$ cat src/rtl/spi_reg_bank.sv
// ============================================================================
// Module   : spi_reg_bank
// Purpose  : Byte-level command decoder and register file behind a mode-0
//            SPI slave byte engine. A command byte (R/W flag + 7-bit address)
//            is followed by burst data bytes with address auto-increment.
// Ports    : clk       - system clock (same clock as the SPI slave)
//            reset     - asynchronous active-high reset
//            SPI_CS    - raw active-low chip select pin (synchronized here)
//            rx_dv     - one-clk pulse, received byte valid
//            rx_byte   - received byte
//            tx_byte   - next byte the slave shifts out on MISO
//            regs_out  - flattened register file, reg k at [8k+7:8k]
//            wr_strobe - one-clk pulse on a register write
//            wr_addr   - address of the last write
//            busy      - transaction in progress (state not IDLE)
// Revision : 1.0 - initial release
// ============================================================================
`default_nettype none

module spi_reg_bank #(
  parameter int          NREGS      = 16,
  parameter logic [7:0]  ID_BYTE    = 8'hA5,
  parameter int          CMD_RD_BIT = 7
) (
  input  logic                 clk,
  input  logic                 reset,
  input  logic                 SPI_CS,
  input  logic                 rx_dv,
  input  logic [7:0]           rx_byte,
  output logic [7:0]           tx_byte,
  output logic [8*NREGS-1:0]   regs_out,
  output logic                 wr_strobe,
  output logic [6:0]           wr_addr,
  output logic                 busy
);

  localparam logic [7:0] NREGS_B = 8'(NREGS);

  typedef enum logic [1:0] {
    ST_IDLE = 2'd0,
    ST_CMD  = 2'd1,
    ST_DATA = 2'd2
  } state_t;

  state_t      state_q, state_d;
  logic [6:0]  addr_q, addr_d;
  logic        rd_q, rd_d;
  logic [7:0]  tx_q, tx_d;
  logic        wr_strobe_q, wr_strobe_d;
  logic [6:0]  wr_addr_q, wr_addr_d;
  logic [7:0]  regs_q [NREGS];
  logic [7:0]  regs_d [NREGS];

  // Chip-select synchronizer plus one delay flop for edge detection. The
  // chain resets to 1 (deselected) so reset release alone is not an edge.
  logic cs_meta_q, cs_s_q, cs_prev_q;
  logic cs_fall, cs_rise;

  assign cs_fall = cs_prev_q & ~cs_s_q;
  assign cs_rise = ~cs_prev_q & cs_s_q;

  // Read map: in-range registers, the ID byte at the top address, else zero.
  function automatic logic [7:0] rdata(input logic [6:0] a,
                                       input logic [7:0] r [NREGS]);
    logic [7:0] v;
    v = (a == 7'h7F) ? ID_BYTE : 8'h00;
    for (int k = 0; k < NREGS; k++) begin
      if (a == k[6:0]) v = r[k];
    end
    return v;
  endfunction

  always_comb begin
    state_d     = state_q;
    addr_d      = addr_q;
    rd_d        = rd_q;
    tx_d        = tx_q;
    wr_strobe_d = 1'b0;
    wr_addr_d   = wr_addr_q;
    regs_d      = regs_q;

    case (state_q)
      ST_IDLE: begin
        tx_d = ID_BYTE;
      end
      ST_CMD: begin
        if (rx_dv) begin
          addr_d  = rx_byte[6:0];
          rd_d    = rx_byte[CMD_RD_BIT];
          state_d = ST_DATA;
          tx_d    = rx_byte[CMD_RD_BIT] ? rdata(rx_byte[6:0], regs_q) : 8'h00;
        end
      end
      ST_DATA: begin
        if (rx_dv) begin
          addr_d = addr_q + 7'd1;
          if (rd_q) begin
            tx_d = rdata(addr_q + 7'd1, regs_q);
          end else begin
            tx_d = 8'h00;
            // Writes beyond the register file are silently dropped.
            if ({1'b0, addr_q} < NREGS_B) begin
              wr_strobe_d = 1'b1;
              wr_addr_d   = addr_q;
            end
            for (int k = 0; k < NREGS; k++) begin
              if (addr_q == k[6:0]) regs_d[k] = rx_byte;
            end
          end
        end
      end
      default: state_d = ST_IDLE;
    endcase

    // Chip-select edges override the state/address/tx decisions above but
    // leave the register update alone, so a byte landing in the same cycle
    // as deselect still commits.
    if (cs_rise) begin
      state_d = ST_IDLE;
      addr_d  = 7'd0;
      tx_d    = ID_BYTE;
    end else if (cs_fall) begin
      state_d = ST_CMD;
      addr_d  = 7'd0;
      tx_d    = ID_BYTE;
    end
  end

  always_ff @(posedge clk or posedge reset) begin
    if (reset) begin
      cs_meta_q   <= 1'b1;
      cs_s_q      <= 1'b1;
      cs_prev_q   <= 1'b1;
      state_q     <= ST_IDLE;
      addr_q      <= 7'd0;
      rd_q        <= 1'b0;
      tx_q        <= ID_BYTE;
      wr_strobe_q <= 1'b0;
      wr_addr_q   <= 7'd0;
      for (int k = 0; k < NREGS; k++) regs_q[k] <= 8'h00;
    end else begin
      cs_meta_q   <= SPI_CS;
      cs_s_q      <= cs_meta_q;
      cs_prev_q   <= cs_s_q;
      state_q     <= state_d;
      addr_q      <= addr_d;
      rd_q        <= rd_d;
      tx_q        <= tx_d;
      wr_strobe_q <= wr_strobe_d;
      wr_addr_q   <= wr_addr_d;
      regs_q      <= regs_d;
    end
  end

  assign tx_byte   = tx_q;
  assign wr_strobe = wr_strobe_q;
  assign wr_addr   = wr_addr_q;
  assign busy      = (state_q != ST_IDLE);

  for (genvar g = 0; g < NREGS; g++) begin : g_regs_out
    assign regs_out[8*g +: 8] = regs_q[g];
  end

endmodule

`default_nettype wire

$ cat config.mk
export PLATFORM = sky130hd
export DESIGN_NAME = spi_reg_bank
export DESIGN_NICKNAME = d
export VERILOG_FILES = /design/src/rtl/spi_reg_bank.sv
export SDC_FILE = /design/constraint.sdc
export NUM_CORES = 1
export LEC_CHECK = 0
export BUFFER_PORTS_ARGS = -buffer_cell sky130_fd_sc_hd__buf_4
export CORE_MARGIN = 1
export CORE_UTILIZATION = 47
export CTS_CLUSTER_SIZE = 30
export DETAILED_ROUTE_END_ITERATION = 8
export GPL_TIMING_DRIVEN = 0
export HOLD_SLACK_MARGIN = 0.02
export PLACE_DENSITY = 0.68
export SYNTH_ARGS = -nofsm -noshare
export SYNTH_HDL_FRONTEND = slang
export SYNTH_SLANG_ARGS = --single-unit
$ cat constraint.sdc
create_clock -name clk -period 14.9 [get_ports clk]
set_input_delay 2.98 -clock clk [delete_from_list [all_inputs] [get_ports clk]]
set_output_delay 2.98 -clock clk [all_outputs]
set_load 0.1 [all_outputs]
==> impl_metrics.py, run 1 <==
metrics = {
    "run_status": {
        "status": "finished, violations left",
        "violations": "max-capacitance violations, max-slew violations",
    },
    "cells_and_area": {
        "final_util_pct": 59.1,
        "fin_area_um2": 11600,
        "area_growth_pct": 22.1,
        "final_cell_mix": "buf_4, dfrtp_1, mux2_2, nand2_1, nor2_1",
        "layout_commonest_cell": "buf_4",
        "n_fill_cell": 1798,
        "drive_gt1_share_pct": 31.4,
        "fin_nets": 1180,
        "final_cells": 1436,
    },
    "routing": {
        "wl_per_cell_um": 30.1,
        "wl_met2_um": 18700,
        "num_vias": 9900,
        "drc": 0,
        "routed.top_layer": "met4",
        "drt_iter0_markers": 1294,
        "wl_met1_um": 17900,
        "antenna_left": 0,
        "first_pass_iters": 8,
        "drt-total-wl_um": 43300,
        "vias_per_cell": 6.89,
        "wl_met3_um": 4590,
    },
    "critical_path": {
        "cp_top_family": "simple AND/OR/NAND/NOR gates",
        "required_ns": 15.27,
        "crit_chain": "buf_4 > clkbuf_1 > nor3_1 > nand2_1 > o31ai_1 > a2bb2oi_1 > nor4_1 > nor3_1 > a2bb2oi_1 > o21ai_1",
        "crit_buf_inv": 2,
        "worst_setup_path_end_kind": "register",
        "slowest_stage": "nor3_1",
        "r2r_slack_ns": 10.83,
        "critical_path_class": "input pin to register",
        "slowest_delay_ns": 1.33,
        "arrival_ns": 6.58,
        "cp_max_fo": 10,
        "start_kind": "input pin",
    },
    "yosys": {
        "syn_inst": 983,
        "syn_nets": 1005,
        "synth_area_um2": 9520,
        "synth.distinct_cells": 77,
        "synth_edf_count": 0,
        "syn_avg_cell_area_um2": 9.68,
        "ys.flop_type": "dfrtp_1",
        "ys_ff_latch": 157,
        "yosysSeqAreaShare_pct": 41.4,
        "ys_warn_count": 0,
        "synthArstFlopShare_pct": 100,
    },
    "cts": {
        "ctsHoldBuffers": 0,
        "cts_max_path_buffers": 2,
        "clk_pin_slew_ns": 0.07,
        "cts_root_buf": "clkbuf_16",
        "clk_latency_ns": 0.45,
        "cts_tree": "done",
        "cts_buffers": 17,
        "cts_sinks": 157,
        "post_cts_buffers": 0,
        "h-tree-depth": 4,
        "cts_resized": 0,
    },
    "sta": {
        "drv_slew": 10,
        "relSlewSlack_pct": -5.02,
        "max_freq_ghz": 0.161,
        "hold_violations": 0,
        "hold_slack_ns": 0.363,
        "finalCriticalPeriod_ns": 6.20,
        "fin_tns_setup_ns": 0,
        "worst_slack_ns": 8.70,
        "skew_ns": 0.0132,
        "finalSetupViolations": 0,
        "worst_pin_slew_ns": 1.56,
        "finalCritPeriodShare_pct": 41.6,
        "grt_setup_unrepaired": "no",
    },
    "power_and_ir_drop": {
        "share_comb_of_total_power_pct": 46.3,
        "finalPower_mw": 1.82,
        "swShare_pct": 49.8,
        "power_switching_mw": 0.905,
        "power_density_nw_per_um2": 156,
        "clkPwrFrac_pct": 24.1,
        "p_leak_nw": 5.27,
        "intPower_mw": 0.911,
        "seqPwrFrac_pct": 29.5,
        "peakVddDrop_uv": 89.5,
    },
    "global_route": {
        "grt_max_degree": 92,
        "antenna_found_initial": 0,
        "grt_pass1_wl_um": 62000,
        "grt_pass1_vias": 9138,
        "track_usage_pct": 42.2,
        "grt_overflow_total": 0,
    },
    "die": {
        "io_pins": 157,
        "die_area_um2": 20800,
        "row_count": 51,
        "die-height_um": 144,
        "design.core.area_um2": 19700,
        "die-width_um": 144,
        "initial_core_util_pct": 48.4,
    },
    "hold_path": {
        "min_path_type": "register to register",
    },
    "job": {
        "cap_violations": 1,
    },
    "placement": {
        "dp_cells": 1404,
        "portBuffers": 154,
        "gp_congestion": 1.04,
        "place_area_um2": 11000,
        "hpwl_um": 31900,
        "preCtsSetupSlack_ns": 8.62,
    },
}
## state kept, by name (all words and copies together), names as in the netlist
register / cells
cs_meta_q: 1
wr_addr: 7
tx_byte: 8
cs_prev_q: 1
wr_strobe: 1
rd_q: 1
state_q: 2
regs_out: 128
cs_s_q: 1
addr_q: 7
## cells by family after synthesis
family          share of synthesized area, %
flops                                   41.4
fa+ha+maj                               1.31
buf+inv                                 3.84
simple gates                            15.6
mux                                     15.9
xor+xnor                              0.0920
compound gates                          21.9
## Yosys cell counts (7+ instances only)
master,instances,area (um^2)
a21oi_1,45,225
a221oi_1,12,105
a22oi_1,16,120
a31oi_1,14,87.6
a32oi_1,8,70.1
and2_1,10,62.6
and3_1,8,50.1
buf_2,13,65.1
clkbuf_1,48,180
dfrtp_1,150,3750
dfstp_2,7,184
ha_1,10,125
inv_1,22,82.6
mux2_2,125,1410
nand2_1,83,312
nand3_1,27,135
nand4_1,9,56.3
nor2_1,64,240
nor2b_1,14,87.6
nor3_1,33,165
o2111ai_1,7,61.3
o211ai_1,20,150
o21ai_0,59,295
o221ai_1,14,123
o22ai_1,14,87.6
or3_1,13,81.3
## layout make-up
cell class / count / area [um^2] / area share [%]
flip-flops and latches: 157 / 3940 / 33.9
plain buffers: 64 / 272 / 2.34
diodes: 1 / 2.50 / 0.0215
inverters: 25 / 98.8 / 0.851
clock buffers: 17 / 425 / 3.66
multi-input cells: 737 / 5220 / 44.9
clock inverters: 14 / 146 / 1.26
well taps: 265 / 332 / 2.85
repair buffers: 156 / 1190 / 10.2
## routing by layer
metal	GRT usage (%)	vias to the layer above
li1	-	4114
met1	58.1	4918
met2	62.2	716
met3	11.4	152
met4	17.5	0
met5	0	-
## power by group through the flow
stage               combinational (mW)  sequential, mW  clock, mW
detailed placement               0.816           0.541          0
global placement                 0.809           0.541          0
global route                     0.870           0.540      0.458
floorplan                        0.320           0.795          0
finish                           0.841           0.537      0.438
CTS                              0.819           0.534      0.440
## final timing paths
path / from / endpoint / cells past startpoint
max: rx_byte[5] / tx_byte[3] / 10
min: cs_meta_q / cs_s_q / 0
max reg2reg: addr_q[1] / regs_out[96] / 8
min reg2reg: cs_meta_q / cs_s_q / 0
max in group asynchronous: reset / cs_s_q / 3
min in group asynchronous: reset / regs_out[28] / 2
## worst reg2reg max path, stage by stage, from the launching register on
cell	delay, ns
dfrtp_1	0.46
buf_2	0.23
inv_1	0.11
ha_1	0.19
clkbuf_1	0.54
clkbuf_1	0.67
nand2_1	0.23
nor2_1	1.08
mux2_2	0.44
(Power assumes the default switching activity.)
==> run 2, diff against run 1 <==
--- a/config.mk
+++ b/config.mk
@@ -5,6 +5,7 @@
 export SDC_FILE = /design/constraint.sdc
 export NUM_CORES = 1
 export LEC_CHECK = 0
+export ABC_AREA = 1
 export BUFFER_PORTS_ARGS = -buffer_cell sky130_fd_sc_hd__buf_4
 export CORE_MARGIN = 1
 export CORE_UTILIZATION = 47
@@ -12,7 +13,7 @@
 export DETAILED_ROUTE_END_ITERATION = 8
 export GPL_TIMING_DRIVEN = 0
 export HOLD_SLACK_MARGIN = 0.02
-export PLACE_DENSITY = 0.68
+export PLACE_DENSITY = 0.72
 export SYNTH_ARGS = -nofsm -noshare
 export SYNTH_HDL_FRONTEND = slang
 export SYNTH_SLANG_ARGS = --single-unit
==> constraint.sdc (replaced) <==
create_clock -name clk -period 5.1 [get_ports clk]
set_input_delay 1.02 -clock clk [delete_from_list [all_inputs] [get_ports clk]]
set_output_delay 1.02 -clock clk [all_outputs]
set_load 0.1 [all_outputs]
==> impl_metrics.py, run 2 <==
metrics = {
    "run_status": {
        "status": "finished, violations left",
        "violations": "design-rule violations",
    },
    "die": {
        "design.core.area_um2": 18100,
        "row_count": 49,
        "die-width_um": 139,
        "io_pins": 157,
        "die_area_um2": 19300,
        "die-height_um": 139,
        "initial_core_util_pct": 48.5,
    },
    "global_route": {
        "grt_max_degree": 45,
        "grt_pass1_vias": 8601,
        "antenna_found_initial": 0,
        "grt_overflow_total": 0,
        "grt_pass1_wl_um": 48100,
        "track_usage_pct": 32.6,
    },
    "cells_and_area": {
        "layout_commonest_cell": "nand2_1",
        "drive_gt1_share_pct": 16.5,
        "largest_register_ffs": 128,
        "fin_area_um2": 11000,
        "fin_nets": 1438,
        "final_cell_mix": "nand2_1, o21ai_0, buf_4, inv_1, dfrtp_1",
        "area_growth_pct": 24.5,
        "diodes": 0,
    },
    "cts": {
        "h-tree-depth": 4,
        "cts_max_path_buffers": 2,
        "cts_resized": 0,
        "cts_sinks": 157,
        "ctsHoldBuffers": 0,
        "cts_buffers": 17,
        "cts_tree": "done",
        "clk_pin_slew_ns": 0.06,
        "cts_root_buf": "clkbuf_16",
        "post_cts_buffers": 0,
        "clk_latency_ns": 0.44,
    },
    "sta": {
        "relSlewSlack_pct": 33.8,
        "worst_pin_slew_ns": 0.993,
        "max_freq_ghz": 0.271,
        "drv_slew": 0,
        "finalCritPeriodShare_pct": 72.3,
        "finalCriticalPeriod_ns": 3.69,
        "hold_violations": 0,
        "finalSetupViolations": 0,
        "fin_tns_setup_ns": 0,
        "grt_setup_unrepaired": "no",
        "skew_ns": 0.0123,
    },
    "routing": {
        "drt_iter0_markers": 848,
        "num_vias": 9115,
        "drc": 7,
        "wl_per_cell_um": 18.4,
        "antenna_left": 0,
        "first_pass_iters": 8,
        "drt-total-wl_um": 30500,
        "vias_per_cell": 5.50,
    },
    "yosys": {
        "yosysSeqAreaShare_pct": 44.7,
        "synth_top_area_share_pct": 42.6,
        "ys.flop_type": "dfrtp_1",
        "synth_area_um2": 8800,
        "ys_ff_latch": 157,
        "yosysMostFrequentCell": "nand2_1",
        "synth.distinct_cells": 37,
        "synth_top_area_cell": "dfrtp_1",
        "syn_nets": 1260,
        "syn_inst": 1238,
        "syn_avg_cell_area_um2": 7.11,
        "synth_edf_count": 0,
        "synth_commonest_cells": "nand2_1, o21ai_0, inv_1",
        "synthArstFlopShare_pct": 100,
        "synth.area.top_cells": "dfrtp_1, nand2_1, o21ai_0",
        "ys_warn_count": 0,
    },
    "job": {
        "cap_violations": 0,
    },
    "power_and_ir_drop": {
        "p_leak_nw": 5.50,
        "intPower_mw": 2.82,
        "peakVddDrop_uv": 367,
        "share_comb_of_total_power_pct": 44.4,
        "power_density_nw_per_um2": 501,
        "clkPwrFrac_pct": 25.6,
        "power_switching_mw": 2.67,
        "swShare_pct": 48.6,
        "seqPwrFrac_pct": 30.0,
    },
    "critical_path": {
        "start_kind": "input pin",
        "rr_startpoint": "addr_q[0]",
        "arrival_ns": 4.03,
        "cp_max_fo": 10,
        "startpoint": "rx_byte[5]",
        "critical_path_class": "input pin to register",
        "required_ns": 5.44,
        "worst_setup_path_end_kind": "register",
    },
    "hold_path": {
        "min_path_type": "register to register",
        "hp-start": "cs_meta_q",
    },
    "placement": {
        "hpwl_um": 22600,
        "portBuffers": 156,
        "gp_congestion": 0.960,
        "place_area_um2": 10300,
    },
}
run 2: cell types whose count changed in the layout (fill, tap and decap cells not counted), sizes merged, moves of 12 or more:
cell / before / now
nand2: 83 / 427
o21ai: 64 / 204
mux2: 125 / 0
inv: 31 / 155
nand3: 27 / 64
nor3: 36 / 6
clkbuf: 65 / 48
a22oi: 16 / 0
nor2b: 14 / 0
or3: 13 / 0
a31oi: 14 / 2
o221ai: 14 / 2
run 2: worst paths after layout:
path / endpoint / slack [ns] / cells after the start
setup / recovery: tx_byte[1] / 1.41 / 18
hold / removal: cs_s_q / 0.36 / 0
setup reg to reg: tx_byte[6] / 1.58 / 24
hold reg to reg: cs_s_q / 0.36 / 0
max in group asynchronous: regs_out[74] / 3.41 / 4
min in group asynchronous: wr_addr[4] / 0.74 / 2
run 2: worst max-delay path, stage by stage:
cell and delay [ns]:
buf_4 0.12, inv_1 0.33, nand3_1 0.19, nor2_1 0.20, nand2_1 0.12, clkbuf_1 0.24, o21ai_0 0.24, nand2_1 0.09
a221oi_1 0.37, nand3_1 0.12, a21oi_1 0.21, nand3_1 0.11, a21oi_1 0.18, o2111ai_1 0.18, o211ai_1 0.12, nand2_1 0.07
nand2_1 0.05, nand2_1 0.04
run 2: final cells by class:
type / instances / area [um^2]
multi-input combinational: 883 / 4100
sequential: 157 / 3940
tap: 229 / 287
clock inverter: 11 / 193
clock buffer: 19 / 443
timing repair buffer: 159 / 1230
inverter: 161 / 608
buffer: 37 / 164
fill: 1676 / 7190
run 2: routing by layer:
layer,up-vias,share of wire (%),global-route usage (%)
met5,-,0,0
met4,0,3.2,13.6
met3,70,8.6,6.01
met2,432,46,51.4
met1,4272,42,44.2
li1,4341,-,-
run 2: kinds of logic (layout without fill, tap and decap cells):
| logic type | after synthesis | in the layout | synth area share, % |
|---|---|---|---|
| simple gates | 592 | 592 | 27.9 |
| fa+ha+maj | 10 | 10 | 1.42 |
| compound gates | 281 | 281 | 17.2 |
| buf+inv | 198 | 387 | 8.73 |
| flops | 157 | 157 | 44.7 |
run 2: power groups by stage:
stage | Sequential [mW] | Clock (mW) | Combinational, mW
after CTS | 1.64 | 1.41 | 2.43
final | 1.65 | 1.41 | 2.44
after global routing | 1.67 | 1.46 | 2.58
after floorplan | 2.74 | 0 | 0.741
after detailed placement | 1.66 | 0 | 2.42
after global placement | 1.66 | 0 | 2.39
run 2: metrics by stage:
stage	std cells	utilization, %	total power [mW]	hold slack [ns]	worst slack [ns]
2_1_floorplan	1238	-	3.48	0.345	2.10
3_3_place_gp	1623	56.5	4.05	0.347	1.04
3_5_place_dp	1626	56.9	4.08	0.351	1.08
4_1_cts	1656	60.4	5.48	0.363	1.53
5_1_grt	1656	60.4	5.71	0.367	1.12
6_report	1656	60.4	5.49	0.360	1.41
==> run 3, diff against run 2 <==
==> constraint.sdc (replaced) <==
create_clock -name clk -period 3.02 [get_ports clk]
set_input_delay 0.604 -clock clk [delete_from_list [all_inputs] [get_ports clk]]
set_output_delay 0.604 -clock clk [all_outputs]
set_load 0.1 [all_outputs]
==> impl_metrics.py, run 3 (same netlist as run 2, synthesis figures left out) <==
metrics = {
    "run_status": {
        "status": "finished, violations left",
        "violations": "design-rule violations",
    },
    "cells_and_area": {
        "area_growth_pct": 28.6,
        "layout_commonest_cell": "nand2_1",
        "largest_register_ffs": 128,
        "n_fill_cell": 1635,
        "drive_gt1_share_pct": 20.7,
        "diodes": 0,
        "fin_nets": 1454,
        "final_cell_mix": "nand2_1, o21ai_0, buf_4, dfrtp_1, inv_1",
    },
    "sta": {
        "worst_pin_slew_ns": 1.00,
        "skew_ns": 0.0116,
        "fin_tns_setup_ns": 0,
        "grt_setup_unrepaired": "yes",
        "drv_slew": 0,
        "finalCritPeriodShare_pct": 99.8,
        "relSlewSlack_pct": 33.1,
        "hold_violations": 0,
        "finalCriticalPeriod_ns": 3.01,
        "max_freq_ghz": 0.332,
        "finalSetupViolations": 0,
        "hold_slack_ns": 0.275,
    },
    "critical_path": {
        "critical_path_class": "register to register",
        "required_ns": 3.35,
        "cp_max_fo": 10,
        "rr_startpoint": "addr_q[1]",
        "start_kind": "register",
        "arrival_ns": 3.34,
        "startpoint": "addr_q[1]",
        "worst_setup_path_end_kind": "register",
    },
    "die": {
        "die_area_um2": 19300,
        "initial_core_util_pct": 48.5,
        "io_pins": 157,
        "die-height_um": 139,
        "design.core.area_um2": 18100,
        "row_count": 49,
        "die-width_um": 139,
    },
    "power_and_ir_drop": {
        "power_density_nw_per_um2": 847,
        "p_leak_nw": 5.65,
        "finalPower_mw": 9.58,
        "peakVddDrop_uv": 623,
    },
    "placement": {
        "gp_congestion": 0.960,
        "portBuffers": 156,
        "hpwl_um": 22600,
    },
    "global_route": {
        "grt_max_degree": 45,
        "grt_overflow_total": 0,
        "antenna_found_initial": 0,
        "grt_pass1_wl_um": 48300,
        "track_usage_pct": 32.7,
        "grt_pass1_vias": 8670,
    },
    "cts": {
        "cts_root_buf": "clkbuf_16",
        "cts_buffers": 17,
        "cts_max_path_buffers": 2,
        "h-tree-depth": 4,
        "clk_latency_ns": 0.44,
        "clk_pin_slew_ns": 0.07,
        "cts_tree": "done",
        "cts_sinks": 157,
    },
    "routing": {
        "wl_per_cell_um": 18.5,
        "vias_per_cell": 5.52,
        "drt-total-wl_um": 31000,
        "antenna_left": 0,
        "drc": 7,
        "num_vias": 9225,
        "first_pass_iters": 8,
        "drt_iter0_markers": 880,
    },
    "hold_path": {
        "min_path_type": "input pin to register",
        "hp-start": "SPI_CS",
    },
    "job": {
        "cap_violations": 0,
    },
}
run 3: cell types whose count changed in the layout (fill, tap and decap cells not counted), moves of 5 or more:
cell and delta:
nor2_1 -10, o21ai_0 -7, nor2_4 +6, buf_4 +17, nand2_1 -7, o21ai_1 +5, inv_1 -5
run 3: final timing paths:
check | to | slack (ns) | cells after the start
max | tx_byte[6] | 0.007 | 26
min | cs_meta_q | 0.27 | 1
min reg2reg | cs_s_q | 0.36 | 0
min in group asynchronous | regs_out[7] | 0.31 | 2
max in group asynchronous | regs_out[64] | 1.75 | 4
max reg2reg | tx_byte[6] | 0.007 | 26
run 3: layout make-up:
cell class | instances | area [um^2] | share of cell area [%]
Inverter | 161 | 629 | 5.56
Clock inverter | 11 | 193 | 1.70
Clock buffer | 19 | 443 | 3.91
Multi-Input combinational cell | 883 | 4280 | 37.8
Tap cell | 229 | 287 | 2.53
Timing Repair Buffer | 176 | 1370 | 12.1
Sequential cell | 157 | 3940 | 34.8
Buffer | 36 | 174 | 1.54
run 3: layer usage:
layer	part of all wire (%)	up-vias	global-route usage, %
met5	0	-	0
met4	3.2	0	13.9
met3	9.3	74	6.39
met2	46	452	51.7
met1	41	4316	44.0
li1	-	4383	-
run 3: worst max-delay path, stage by stage, from the launching register on:
cell     delay, ns
dfrtp_1       0.40
ha_4          0.19
nand2_4       0.07
inv_4         0.08
nand2_2       0.06
nand2_2       0.09
nand3_2       0.09
nor2_4        0.15
buf_6         0.17
nand2_2       0.09
nor2_4        0.16
inv_1         0.10
buf_4         0.18
o21ai_1       0.13
inv_1         0.05
nand2_1       0.06
nand2_1       0.05
nand2_1       0.05
nand3_1       0.08
nand3_1       0.11
nand4_1       0.11
nand2_1       0.10
nand2_1       0.06
nand2_1       0.07
nand2_1       0.07
nand2_1       0.07
nand2_1       0.05
run 3: where the power goes:
group          total, mW  internal (mW)  switching (mW)
clock network       2.38           1.48           0.901
registers           2.78           2.43           0.349
logic               4.42           1.02            3.40
run 3: timing repair:
item	4_1_cts	5_1_grt
resized for setup	17	59
setup endpoints to repair	9	137
pin swaps	3	26
hold buffers	0	0
cloned	1	2
buffers inserted	4	10
hold endpoints to repair	0	0
run 3: per-stage QoR:
step / cells / area, um^2 / util [%] / worst slack (ns)
3_3_place_gp: 1623 / 10300 / 56.5 / -0.625
2_1_floorplan: 1238 / 8800 / - / 0.384
6_report: 1672 / 11300 / 62.4 / 0.00719
4_1_cts: 1661 / 11000 / 60.9 / 0.0130
5_1_grt: 1672 / 11300 / 62.4 / -0.189
3_5_place_dp: 1626 / 10300 / 56.9 / -0.585
